### src/rtl/music_sequencer.sv
// rtl/music_sequencer.sv - music box playback controller stepping a note ROM at a fixed tempo
// Handles play, pause, stop, loop and end-of-song; note_out tracks the ROM two edges behind rom_addr.
module music_sequencer #(
  parameter int TICK_DIV  = 6_250_000,
  parameter int SONG0_LEN = 400,
  parameter int SONG1_LEN = 243,
  parameter int ADDR_W    = 9
) (
  input  logic              clk,
  input  logic              rst_n,
  input  logic              play,
  input  logic              pause,
  input  logic              stop,
  input  logic              song_sel,
  input  logic              loop_en,
  input  logic [7:0]        rom_note,
  output logic [ADDR_W-1:0] rom_addr,
  output logic              rom_sel,
  output logic [7:0]        note_out,
  output logic              busy,
  output logic              paused,
  output logic              done
);
  localparam int TICK_W = (TICK_DIV > 1) ? $clog2(TICK_DIV) : 1;
  localparam logic [TICK_W-1:0] TICK_LAST = TICK_W'(TICK_DIV - 1);
  localparam logic [ADDR_W-1:0] LEN0 = ADDR_W'(SONG0_LEN);
  localparam logic [ADDR_W-1:0] LEN1 = ADDR_W'(SONG1_LEN);

  typedef enum logic [1:0] {S_IDLE, S_PLAY, S_PAUSE} state_t;

  state_t            state, state_nxt;
  logic [TICK_W-1:0] tick, tick_nxt;
  logic [ADDR_W-1:0] addr_nxt, length, last_addr;
  logic [1:0]        pipe_vld, pipe_nxt;
  logic              start, finish;

  // Length is held in ADDR_W bits, so a full 2^ADDR_W song wraps to 0 and last_addr still hits the top step.
  assign last_addr = length - ADDR_W'(1);

  always_ff @(posedge clk or negedge rst_n) begin
    if (!rst_n) state <= S_IDLE;
    else        state <= state_nxt;
  end

  always_comb begin
    state_nxt = state;
    tick_nxt  = tick;
    addr_nxt  = rom_addr;
    pipe_nxt  = pipe_vld;
    start     = 1'b0;
    finish    = 1'b0;
    case (state)
      S_IDLE: begin
        if (play) begin
          state_nxt = S_PLAY;
          start     = 1'b1;
        end
      end
      S_PLAY: begin
        pipe_nxt = {pipe_vld[0], 1'b1};
        if (tick == TICK_LAST) begin
          tick_nxt = '0;
          if (rom_addr < last_addr) begin
            addr_nxt = rom_addr + ADDR_W'(1);
          end else begin
            addr_nxt = '0;
            finish   = !loop_en;
          end
        end else begin
          tick_nxt = tick + TICK_W'(1);
        end
        if (stop) begin
          state_nxt = S_IDLE;
          finish    = 1'b0;
        end else if (finish) begin
          state_nxt = S_IDLE;
        end else if (pause) begin
          state_nxt = S_PAUSE;
        end
      end
      S_PAUSE: begin
        // The ROM keeps clocking the frozen address, so the pipe stays valid for resume.
        pipe_nxt = {pipe_vld[0], 1'b1};
        if (stop)      state_nxt = S_IDLE;
        else if (play) state_nxt = S_PLAY;
      end
      default: state_nxt = S_IDLE;
    endcase
    if (state_nxt == S_IDLE || start) begin
      tick_nxt = '0;
      addr_nxt = '0;
      pipe_nxt = '0;
    end
  end

  always_ff @(posedge clk or negedge rst_n) begin
    if (!rst_n) begin
      tick     <= '0;
      rom_addr <= '0;
      rom_sel  <= 1'b0;
      length   <= LEN0;
      pipe_vld <= '0;
      note_out <= 8'd0;
      busy     <= 1'b0;
      paused   <= 1'b0;
      done     <= 1'b0;
    end else begin
      tick     <= tick_nxt;
      rom_addr <= addr_nxt;
      pipe_vld <= pipe_nxt;
      if (start) begin
        rom_sel <= song_sel;
        length  <= song_sel ? LEN1 : LEN0;
      end
      note_out <= (state_nxt == S_PLAY && pipe_nxt == 2'b11) ? rom_note : 8'd0;
      busy     <= (state_nxt != S_IDLE);
      paused   <= (state_nxt == S_PAUSE);
      done     <= finish;
    end
  end
endmodule

### config.mk
export PLATFORM = sky130hd
export DESIGN_NAME = music_sequencer
export DESIGN_NICKNAME = d
export VERILOG_FILES = /design/src/rtl/music_sequencer.sv
export SDC_FILE = /design/constraint.sdc
export NUM_CORES = 1
export LEC_CHECK = 0
export CORE_ASPECT_RATIO = 0.8
export CORE_UTILIZATION = 25
export DETAILED_ROUTE_END_ITERATION = 8
export GPL_ROUTABILITY_DRIVEN = 0
export HOLD_SLACK_MARGIN = 0.1
export PLACE_DENSITY_LB_ADDON = 0.12
export SKIP_CTS_REPAIR_TIMING = 1
export SLEW_MARGIN = 20
export SYNTH_ARGS = -nofsm -noshare
export SYNTH_HDL_FRONTEND = slang
export SYNTH_SLANG_ARGS = --single-unit
export TNS_END_PERCENT = 5
### constraint.sdc
create_clock -name clk -period 3 [get_ports clk]
set_input_delay 0.6 -clock clk [delete_from_list [all_inputs] [get_ports clk]]
set_output_delay 0.6 -clock clk [all_outputs]
set_load 0.02 [all_outputs]
==> results of run 1 <==
[worst max path at each step]
stage | slack, ns | endpoint | cells after the start | from
3_3_place_gp | 0.53 | tick[9] | 7 | tick[13]
2_1_floorplan | 0.75 | tick[11] | 10 | length[6]
3_5_place_dp | 0.52 | note_out[2] | 7 | stop
4_1_cts | 0.54 | tick[9] | 7 | tick[9]
5_1_grt | 0.37 | tick[9] | 7 | tick[5]
6_report | 0.57 | tick[9] | 6 | tick[9]
[synthesized netlist by cell type, types with 2 or more instances]
cell	count	area, um^2
nand2_1	26	97.59
ha_1	12	150.1
o31ai_1	2	15.01
nand4_1	10	62.56
o211ai_1	2	15.01
nand4b_1	2	17.52
mux2_2	2	22.52
a21oi_1	29	145.1
nor4_2	2	25.02
nor4_1	2	12.51
inv_1	8	30.03
mux2i_1	2	20.02
nand3b_1	2	15.01
o22ai_1	2	12.51
xor2_1	3	26.28
and3_1	11	68.82
and4_1	2	17.52
nor3_1	10	50.05
or3_1	9	56.30
a21o_1	2	15.01
clkbuf_1	7	26.28
nor2b_1	6	37.54
and2_1	10	62.56
dfrtp_1	48	1201
buf_4	4	30.03
or4_1	4	30.03
o21ai_0	22	110.1
or3b_1	5	43.79
nand3_1	10	50.05
nor2_1	25	93.84
[critical path: cells and delay by family, from the launching register on]
family,cells,cell delay (ns)
AO/OA/AOI/OAI,1,0.18
flip-flops,1,0.49
AND/OR/NAND/NOR,5,1.66
[state kept, by name (all words and copies together) (netlist names)]
register  count
state         2
length        2
tick         23
paused        1
busy          1
rom_addr      9
note_out      8
pipe_vld      2
done          1
[area by class of cell]
class / instances / area, um^2 / share of cell area
Clock inverter: 3 / 17.52 / 0.005061
Multi-Input combinational cell: 234 / 1465 / 0.4234
Inverter: 8 / 30.03 / 0.008677
Tap cell: 144 / 180.2 / 0.05206
Clock buffer: 5 / 125.1 / 0.03615
Sequential cell: 49 / 1227 / 0.3547
Timing Repair Buffer: 41 / 415.4 / 0.1200
[per-stage QoR]
step / hold WS (ns) / utilization / total power, W
floorplan: 0.3044 / - / 0.001187
global placement: 0.4887 / 0.3059 / 0.001429
detailed placement: 0.5062 / 0.3059 / 0.001423
CTS: 0.3640 / 0.3190 / 0.001993
global route: 0.3824 / 0.3190 / 0.002097
finish: 0.3313 / 0.3190 / 0.001956
[per-layer routing]
metal | vias to the layer above | wire length (um)
met1 | 1150 | 3628
met2 | 54 | 3073
met3 | 4 | 332
met5 | - | 0
met4 | 0 | 36
li1 | 1182 | -
[logic make-up after synthesis]
| family | count (synthesis) | share of synthesized area |
|---|---|---|
| flip-flops | 49 | 0.4417 |
| AO/OA/AOI/OAI | 72 | 0.1549 |
| AND/OR/NAND/NOR | 142 | 0.2904 |
| adder cells (fa/ha/maj) | 12 | 0.05403 |
| buffers and inverters | 19 | 0.03107 |
| XOR/XNOR | 4 | 0.01261 |
| multiplexers | 4 | 0.01531 |
[where the power goes]
part	switching, W	total, W	internal [W]
Sequential	0.0000460	0.000764	0.000718
Clock	0.000254	0.000560	0.000306
Combinational	0.000399	0.000631	0.000232
==> flow_metrics.py, run 1 <==
metrics = {
    "run": {
        "max_cap_viol_count": 0,
    },
    "floorplan": {
        "dieArea_um2": 11540,
        "core_region_area_um2": 10850,
        "die_h_um": 96.30,
        "die_w_um": 119.9,
        "io-pin-count": 36,
        "start_util": 0.2562,
        "placementRows": 34,
    },
    "status": {
        "status": "complete, no violations",
    },
    "setup_path": {
        "setup.worst_path.end_class": "flip-flop",
        "criticalPathCategory": "flip-flop to flip-flop",
        "crit_path_max_fanout": 8,
        "worst-r2r-cell-count": 6,
        "reg2reg_from": "tick[9]",
        "timing.rr.end": "tick[9]",
        "reg2reg_slack_ns": 0.57,
        "required_ns": 3.18,
        "critical_path_arrival_ns": 2.61,
        "slowest_stage": "or4b_4",
        "slowest_delay_ns": 0.58,
        "crit_chain": "nand4_1, or4b_4, or3_1, nand2_1, nor3_1, o21ba_1",
        "start_kind": "flip-flop",
    },
    "layout": {
        "fillCellCount": 1136,
        "fin_nets": 366,
        "area_delta_synth_final_pct": 24.54,
        "antenna_cells": 0,
        "final_common_cell": "dfrtp_1",
        "final_cell_mix": "48 x dfrtp_1, 34 x clkdlybuf4s50_1, 29 x a21oi_1, 26 x nand2_1, 25 x nor2_1",
        "layoutNonFillerInstCount": 484,
        "final_area_um2": 3461,
        "final_layout_size_suffix_gt1_frac": 0.07647,
    },
    "route": {
        "wirelength_um": 7071,
        "routedWlPerCell_um": 14.61,
        "drc": 0,
        "via_per_inst": 4.938,
        "vias": 2390,
        "detail-route-antenna-nets": 0,
        "drtIter0Drc": 103,
        "firstDrtPassIters": 4,
    },
    "sta": {
        "max_freq_mhz": 411.2,
        "finalCriticalPeriod_ns": 2.432,
        "worst_slack_ns": 0.5680,
        "max_slew_margin": 0.5712,
        "fin_setup_tns_ns": 0,
        "finClkSkew_ns": 0.005542,
        "hold_violations": 0,
        "slew_violations": 0,
        "tightest_slew_ns": 0.6432,
        "rsz0062_at_grt": "no",
        "fin_crit_sh": 0.8107,
        "setup_viol": 0,
    },
    "clock_tree": {
        "cts.sinks": 49,
        "cts.htree.levels": 2,
        "clk_pin_slew_ns": 0.07,
        "clk_path_buf_depth": 2,
        "root_buffer": "clkbuf_16",
        "cts_buffers": 5,
        "insertion_delay_ns": 0.29,
        "tritoncts": "built",
    },
    "placed_design": {
        "dpl_worst_slack_ns": 0.5215,
        "dp.cells": 476,
        "dp_hpwl_um": 5029,
        "place_area_um2": 3318,
        "port_buffers": 35,
    },
    "pwr": {
        "irDropWorstVdd_mv": 0.2107,
        "power.leakage_nw": 1.389,
        "p_per_area_nw_per_um2": 565.1,
    },
    "grt": {
        "overflow": 0,
        "global_route.usage.met2": 0.2009,
        "use_met3": 0.03021,
        "busiest_layer": "met2",
        "grt_max_degree": 35,
        "grt_pass1_wl_um": 11790,
        "antenna_found_initial": 0,
        "grt_pass1_vias": 2270,
        "grt_usage": 0.1313,
        "use_met1": 0.1874,
    },
    "synthesis": {
        "synth_area_um2": 2779,
        "ys_seq_elements": 49,
        "ys_types": 51,
        "syn-instance-count": 302,
        "synth-edff-count": 0,
        "syn_nets": 329,
        "synth_top_flop_cell": "dfrtp_1",
        "async_flop_share": 1.000,
        "avgSynthCellArea_um2": 9.202,
        "yosysWarnings": 0,
        "ys_seq_area_frac": 0.4417,
    },
    "worst_hold_path": {
        "hp-class": "input pin to async pin",
    },
}
(Power assumes the default switching activity.)
==> run 2: changes to the inputs <==
==> constraint.sdc (replaced) <==
create_clock -name clk -period 2.25 [get_ports clk]
set_input_delay 0.45 -clock clk [delete_from_list [all_inputs] [get_ports clk]]
set_output_delay 0.45 -clock clk [all_outputs]
set_load 0.02 [all_outputs]
==> run 2 against run 1 <==
  * Cell area rose by 14%
  * Worst setup slack got worse by 0.56 ns
  * Fmax rose by 8.4%
  * Clock power rose by 75%
  * Total power rose by 56%
  * Highest routed layer unchanged
  * Clock-buffer cell count did not move
  * Utilization rose by 4.6 points
  * Sequential share of layout area fell by 4.5 points
  * Sequential cell count did not move
  * Largest cell class unchanged
==> flow_metrics.py, run 2 (synthesis gave the netlist of run 1 again) <==
metrics = {
    "status": {
        "status": "complete, no violations",
    },
    "route": {
        "drtIter0Drc": 96,
        "via_per_inst": 4.814,
        "drc": 0,
        "firstDrtPassIters": 4,
        "wirelength_um": 7568,
        "detail-route-antenna-nets": 0,
        "routedWlPerCell_um": 14.25,
        "vias": 2556,
    },
    "layout": {
        "fin_nets": 413,
        "top_register": "tick",
        "fillCellCount": 1119,
        "area_delta_synth_final_pct": 42.50,
        "reg_top3": "tick x23, rom_addr x9, note_out x8",
        "largest_reg_flops": 23,
        "seqCellArea_um2": 1227,
        "layoutNonFillerInstCount": 531,
        "final_layout_size_suffix_gt1_frac": 0.2248,
        "final_common_cell": "buf_4",
        "final_cell_mix": "50 x buf_4, 48 x dfrtp_1, 34 x clkdlybuf4s50_1, 26 x nand2_1, 26 x a21oi_1",
        "antenna_cells": 0,
        "multi_input_area_um2": 1551,
    },
    "setup_path": {
        "crit_path_max_fanout": 8,
        "critical_path_arrival_ns": 2.46,
        "criticalPathCategory": "flip-flop to flip-flop",
        "setup.worst_path.end_class": "flip-flop",
        "start_kind": "flip-flop",
        "reg2reg_slack_ns": 0.005,
        "required_ns": 2.46,
    },
    "sta": {
        "finalCriticalPeriod_ns": 2.245,
        "tightest_slew_ns": 0.5919,
        "hold_violations": 0,
        "slew_violations": 0,
        "fin_crit_sh": 0.9976,
        "max_slew_margin": 0.6054,
        "finClkSkew_ns": 0.006317,
        "fin_setup_tns_ns": 0,
        "max_freq_mhz": 445.5,
        "rsz0062_at_grt": "yes",
        "setup_viol": 0,
    },
    "clock_tree": {
        "cts.htree.levels": 2,
        "clk_path_buf_depth": 2,
        "root_buffer": "clkbuf_16",
        "cts_buffers": 5,
        "cts.sinks": 49,
        "clk_pin_slew_ns": 0.07,
        "tritoncts": "built",
        "insertion_delay_ns": 0.29,
    },
    "floorplan": {
        "die_w_um": 119.9,
        "core_region_area_um2": 10850,
        "placementRows": 34,
        "dieArea_um2": 11540,
        "io-pin-count": 36,
        "die_h_um": 96.30,
        "start_util": 0.2562,
    },
    "placed_design": {
        "dp_hpwl_um": 5630,
        "port_buffers": 35,
        "dp.cells": 518,
    },
    "run": {
        "max_cap_viol_count": 0,
    },
    "grt": {
        "grt_pass1_wl_um": 12480,
        "grt_usage": 0.1385,
        "grt_max_degree": 28,
        "antenna_found_initial": 0,
        "grt_pass1_vias": 2456,
        "overflow": 0,
    },
    "worst_hold_path": {
        "hp-class": "input pin to async pin",
    },
    "pwr": {
        "p_total_w": 0.003052,
        "p_per_area_nw_per_um2": 770.8,
        "power.leakage_nw": 1.667,
        "irDropWorstVdd_mv": 0.4492,
    },
}
run 2: cell count changes in the layout (fill, tap and decap cells not counted), sizes merged:
| cell | before | now |
|---|---|---|
| clkinv | 2 | 1 |
| clkinvlp | 1 | 0 |
| buf | 7 | 54 |
| bufinv | 0 | 2 |
run 2: layer usage:
metal,global-route usage,wire length (um),up-vias
met2,0.2095,3153,53
li1,-,-,1270
met4,0.03438,68,0
met3,0.02784,292,7
met1,0.2006,4053,1226
met5,0,0,-
run 2: worst max-delay path, stage by stage (launching register included):
cell	delay, ns
dfrtp_1	0.35
nand4_1	0.15
or4b_4	0.58
buf_4	0.17
nor3_4	0.24
nand3_4	0.14
or3b_1	0.39
a21oi_1	0.15
run 2: worst paths after layout:
path / endpoint / from / cells after the start
min in group clk: length[8] / length[8] / 2
min: tick[8] / rst_n / 1
max: rom_addr[4] / tick[12] / 7
max in group asynchronous: length[8] / rst_n / 2
max reg2reg: rom_addr[4] / tick[12] / 7
min reg2reg: length[8] / length[8] / 2
run 2: power breakdown:
group / switching, W / internal, W / total, W / leakage [nW]
combinational: 0.000602 / 0.000465 / 0.00107 / 0.900
sequential: 0.0000504 / 0.000958 / 0.00101 / 0.673
clock: 0.000342 / 0.000635 / 0.000978 / 0.0938
run 2: through the flow:
step | cell area [um^2] | utilization | worst slack (ns) | hold WS, ns
final | 3960 | 0.3651 | 0.005477 | 0.1548
after detailed placement | 3646 | 0.3361 | -0.09561 | 0.4838
after global placement | 3646 | 0.3361 | -0.1154 | 0.4800
after global routing | 3960 | 0.3651 | -0.09409 | 0.2029
after CTS | 3836 | 0.3536 | -0.08611 | 0.1857
after floorplan | 2779 | - | 0.003447 | 0.1544
run 2: cell type report:
type	instances	share of cell area
sequential	49	0.3100
clock inverter	3	0.01643
clock buffer	5	0.03160
timing repair buffer	88	0.1972
multi-input combinational	234	0.3918
inverter	8	0.007583
tap	144	0.04550
==> run 3: changes to the inputs <==
--- a/config.mk
+++ b/config.mk
@@ -5,6 +5,8 @@
 export SDC_FILE = /design/constraint.sdc
 export NUM_CORES = 1
 export LEC_CHECK = 0
+export CELL_PAD_IN_SITES_DETAIL_PLACEMENT = 0
+export CELL_PAD_IN_SITES_GLOBAL_PLACEMENT = 2
 export CORE_ASPECT_RATIO = 0.8
 export CORE_UTILIZATION = 25
 export DETAILED_ROUTE_END_ITERATION = 8
==> constraint.sdc (replaced) <==
create_clock -name clk -period 2.4 [get_ports clk]
set_input_delay 0.48 -clock clk [delete_from_list [all_inputs] [get_ports clk]]
set_output_delay 0.48 -clock clk [all_outputs]
set_load 0.02 [all_outputs]
==> run 3 against run 2 <==
  * Clock-buffer cell count did not move
  * Via count fell by 2.3%
  * Non-clock buffer count fell by 23
  * First-iteration DRC count rose by 32%
  * Worst setup slack improved by 0.19 ns
  * Total power fell by 10%
  * Die area did not move
  * Fmax rose by 1.6%
  * Clock power fell by 4.5%
  * Sequential power fell by 6%
  * Critical path type unchanged
  * Critical endpoint is now tick[18]
  * Highest routed layer unchanged
==> flow_metrics.py, run 3 (synthesis gave the netlist of run 1 again) <==
metrics = {
    "status": {
        "status": "complete, no violations",
    },
    "route": {
        "via_per_inst": 4.913,
        "routed-wl-met2_um": 3469,
        "vias": 2496,
        "detail-route-antenna-nets": 0,
        "met3_length_um": 208,
        "wirelength_um": 7702,
        "firstDrtPassIters": 4,
        "drc": 0,
        "highest_layer": "met4",
        "routedWlPerCell_um": 15.16,
        "drtIter0Drc": 127,
        "drt-met1-wl_um": 3923,
    },
    "sta": {
        "fin_crit_sh": 0.9204,
        "tightest_slew_ns": 0.6769,
        "hold_violations": 0,
        "setup_viol": 0,
        "rsz0062_at_grt": "no",
        "slew_violations": 0,
        "max_slew_margin": 0.5487,
        "max_freq_mhz": 452.7,
        "holdWs_ns": 0.2848,
        "worst_slack_ns": 0.1910,
        "finClkSkew_ns": 0.005603,
        "finalCriticalPeriod_ns": 2.209,
    },
    "grt": {
        "grt_pass1_wl_um": 12790,
        "grt_max_degree": 50,
        "overflow": 0,
        "grt_pass1_vias": 2405,
        "antenna_found_initial": 0,
        "grt_usage": 0.1452,
    },
    "floorplan": {
        "dieArea_um2": 11540,
        "io-pin-count": 36,
        "die_w_um": 119.9,
        "start_util": 0.2562,
        "placementRows": 34,
        "die_h_um": 96.30,
        "core_region_area_um2": 10850,
    },
    "clock_tree": {
        "clk_pin_slew_ns": 0.07,
        "insertion_delay_ns": 0.30,
        "root_buffer": "clkbuf_16",
        "tritoncts": "built",
        "clk_path_buf_depth": 2,
        "cts.htree.levels": 2,
        "cts.sinks": 49,
        "cts_buffers": 5,
    },
    "setup_path": {
        "crit_path_max_fanout": 5,
        "timing.rr.end": "tick[18]",
        "reg2reg_from": "tick[0]",
        "setup.worst_path.end_class": "flip-flop",
        "worst-r2r-cell-count": 6,
        "reg2reg_slack_ns": 0.19,
        "required_ns": 2.63,
        "critical_path_arrival_ns": 2.44,
        "start_kind": "flip-flop",
        "criticalPathCategory": "flip-flop to flip-flop",
    },
    "layout": {
        "reg_top3": "tick x23, rom_addr x9, note_out x8",
        "final_layout_size_suffix_gt1_frac": 0.1484,
        "area_delta_synth_final_pct": 33.50,
        "antenna_cells": 0,
        "final_common_cell": "dfrtp_1",
        "utilization": 0.3420,
        "final_cell_mix": "47 x dfrtp_1, 34 x clkdlybuf4s50_1, 29 x a21oi_1, 29 x buf_4",
        "top_register": "tick",
        "largest_reg_flops": 23,
        "fin_nets": 390,
        "final_area_um2": 3710,
    },
    "pwr": {
        "irDropWorstVdd_mv": 0.2951,
        "power.leakage_nw": 1.536,
        "p_per_area_nw_per_um2": 737.9,
        "p_total_w": 0.002737,
    },
    "placed_design": {
        "port_buffers": 35,
        "dp_hpwl_um": 5480,
        "place_area_um2": 3486,
        "dpl_worst_slack_ns": -0.02721,
    },
    "run": {
        "max_cap_viol_count": 0,
    },
    "worst_hold_path": {
        "hp-class": "input pin to async pin",
    },
}
run 3: changes by cell type in the layout (fill, tap and decap cells not counted), sizes merged:
cell,delta
buf,-23
run 3: per-stage QoR:
step | setup TNS (ns) | cells
detailed placement | -0.1833 | 500
finish | 0 | 508
CTS | -0.004001 | 508
floorplan | 0 | 302
global placement | -0.6114 | 500
global route | 0 | 508
run 3: area by class of cell:
cell class	instances	area, um^2
Clock buffer	5	125.1
Sequential cell	49	1229
Timing Repair Buffer	65	583.1
Tap cell	144	180.2
Inverter	8	30.03
Clock inverter	3	65.06
Multi-Input combinational cell	234	1498
Fill cell	1121	7138
run 3: routing by layer:
layer  global-route usage  vias to the layer above
li1                     -                     1222
met1               0.2023                     1231
met2               0.2298                       34
met3              0.02547                        9
met4              0.04375                        0
met5                    0                        -
run 3: worst max-delay path: stages (launching register included):
cell,delay [ns]
dfrtp_1,0.37
ha_1,0.21
nand3_1,0.19
nor4_2,0.41
and4_1,0.35
or4b_1,0.46
a21oi_1,0.15
run 3: where the power goes:
| group | internal [W] | switching [W] | total, W | leakage [nW] |
|---|---|---|---|---|
| registers | 0.000899 | 0.0000472 | 0.000947 | 0.672 |
| clock network | 0.000596 | 0.000338 | 0.000934 | 0.0938 |
| logic | 0.000321 | 0.000535 | 0.000856 | 0.771 |
| total | 0.00182 | 0.000920 | 0.00274 | 1.54 |
run 3: how the worst max path moves through the flow:
stage | cells after the start | slack [ns] | from | endpoint
6_report | 6 | 0.19 | tick[0] | tick[18]
5_1_grt | 8 | 0.009 | state[0] | note_out[0]
4_1_cts | 7 | -0.004 | tick[7] | tick[9]
3_5_place_dp | 7 | -0.03 | stop | note_out[2]
3_3_place_gp | 7 | -0.07 | tick[7] | tick[18]
2_1_floorplan | 10 | 0.15 | length[6] | tick[11]
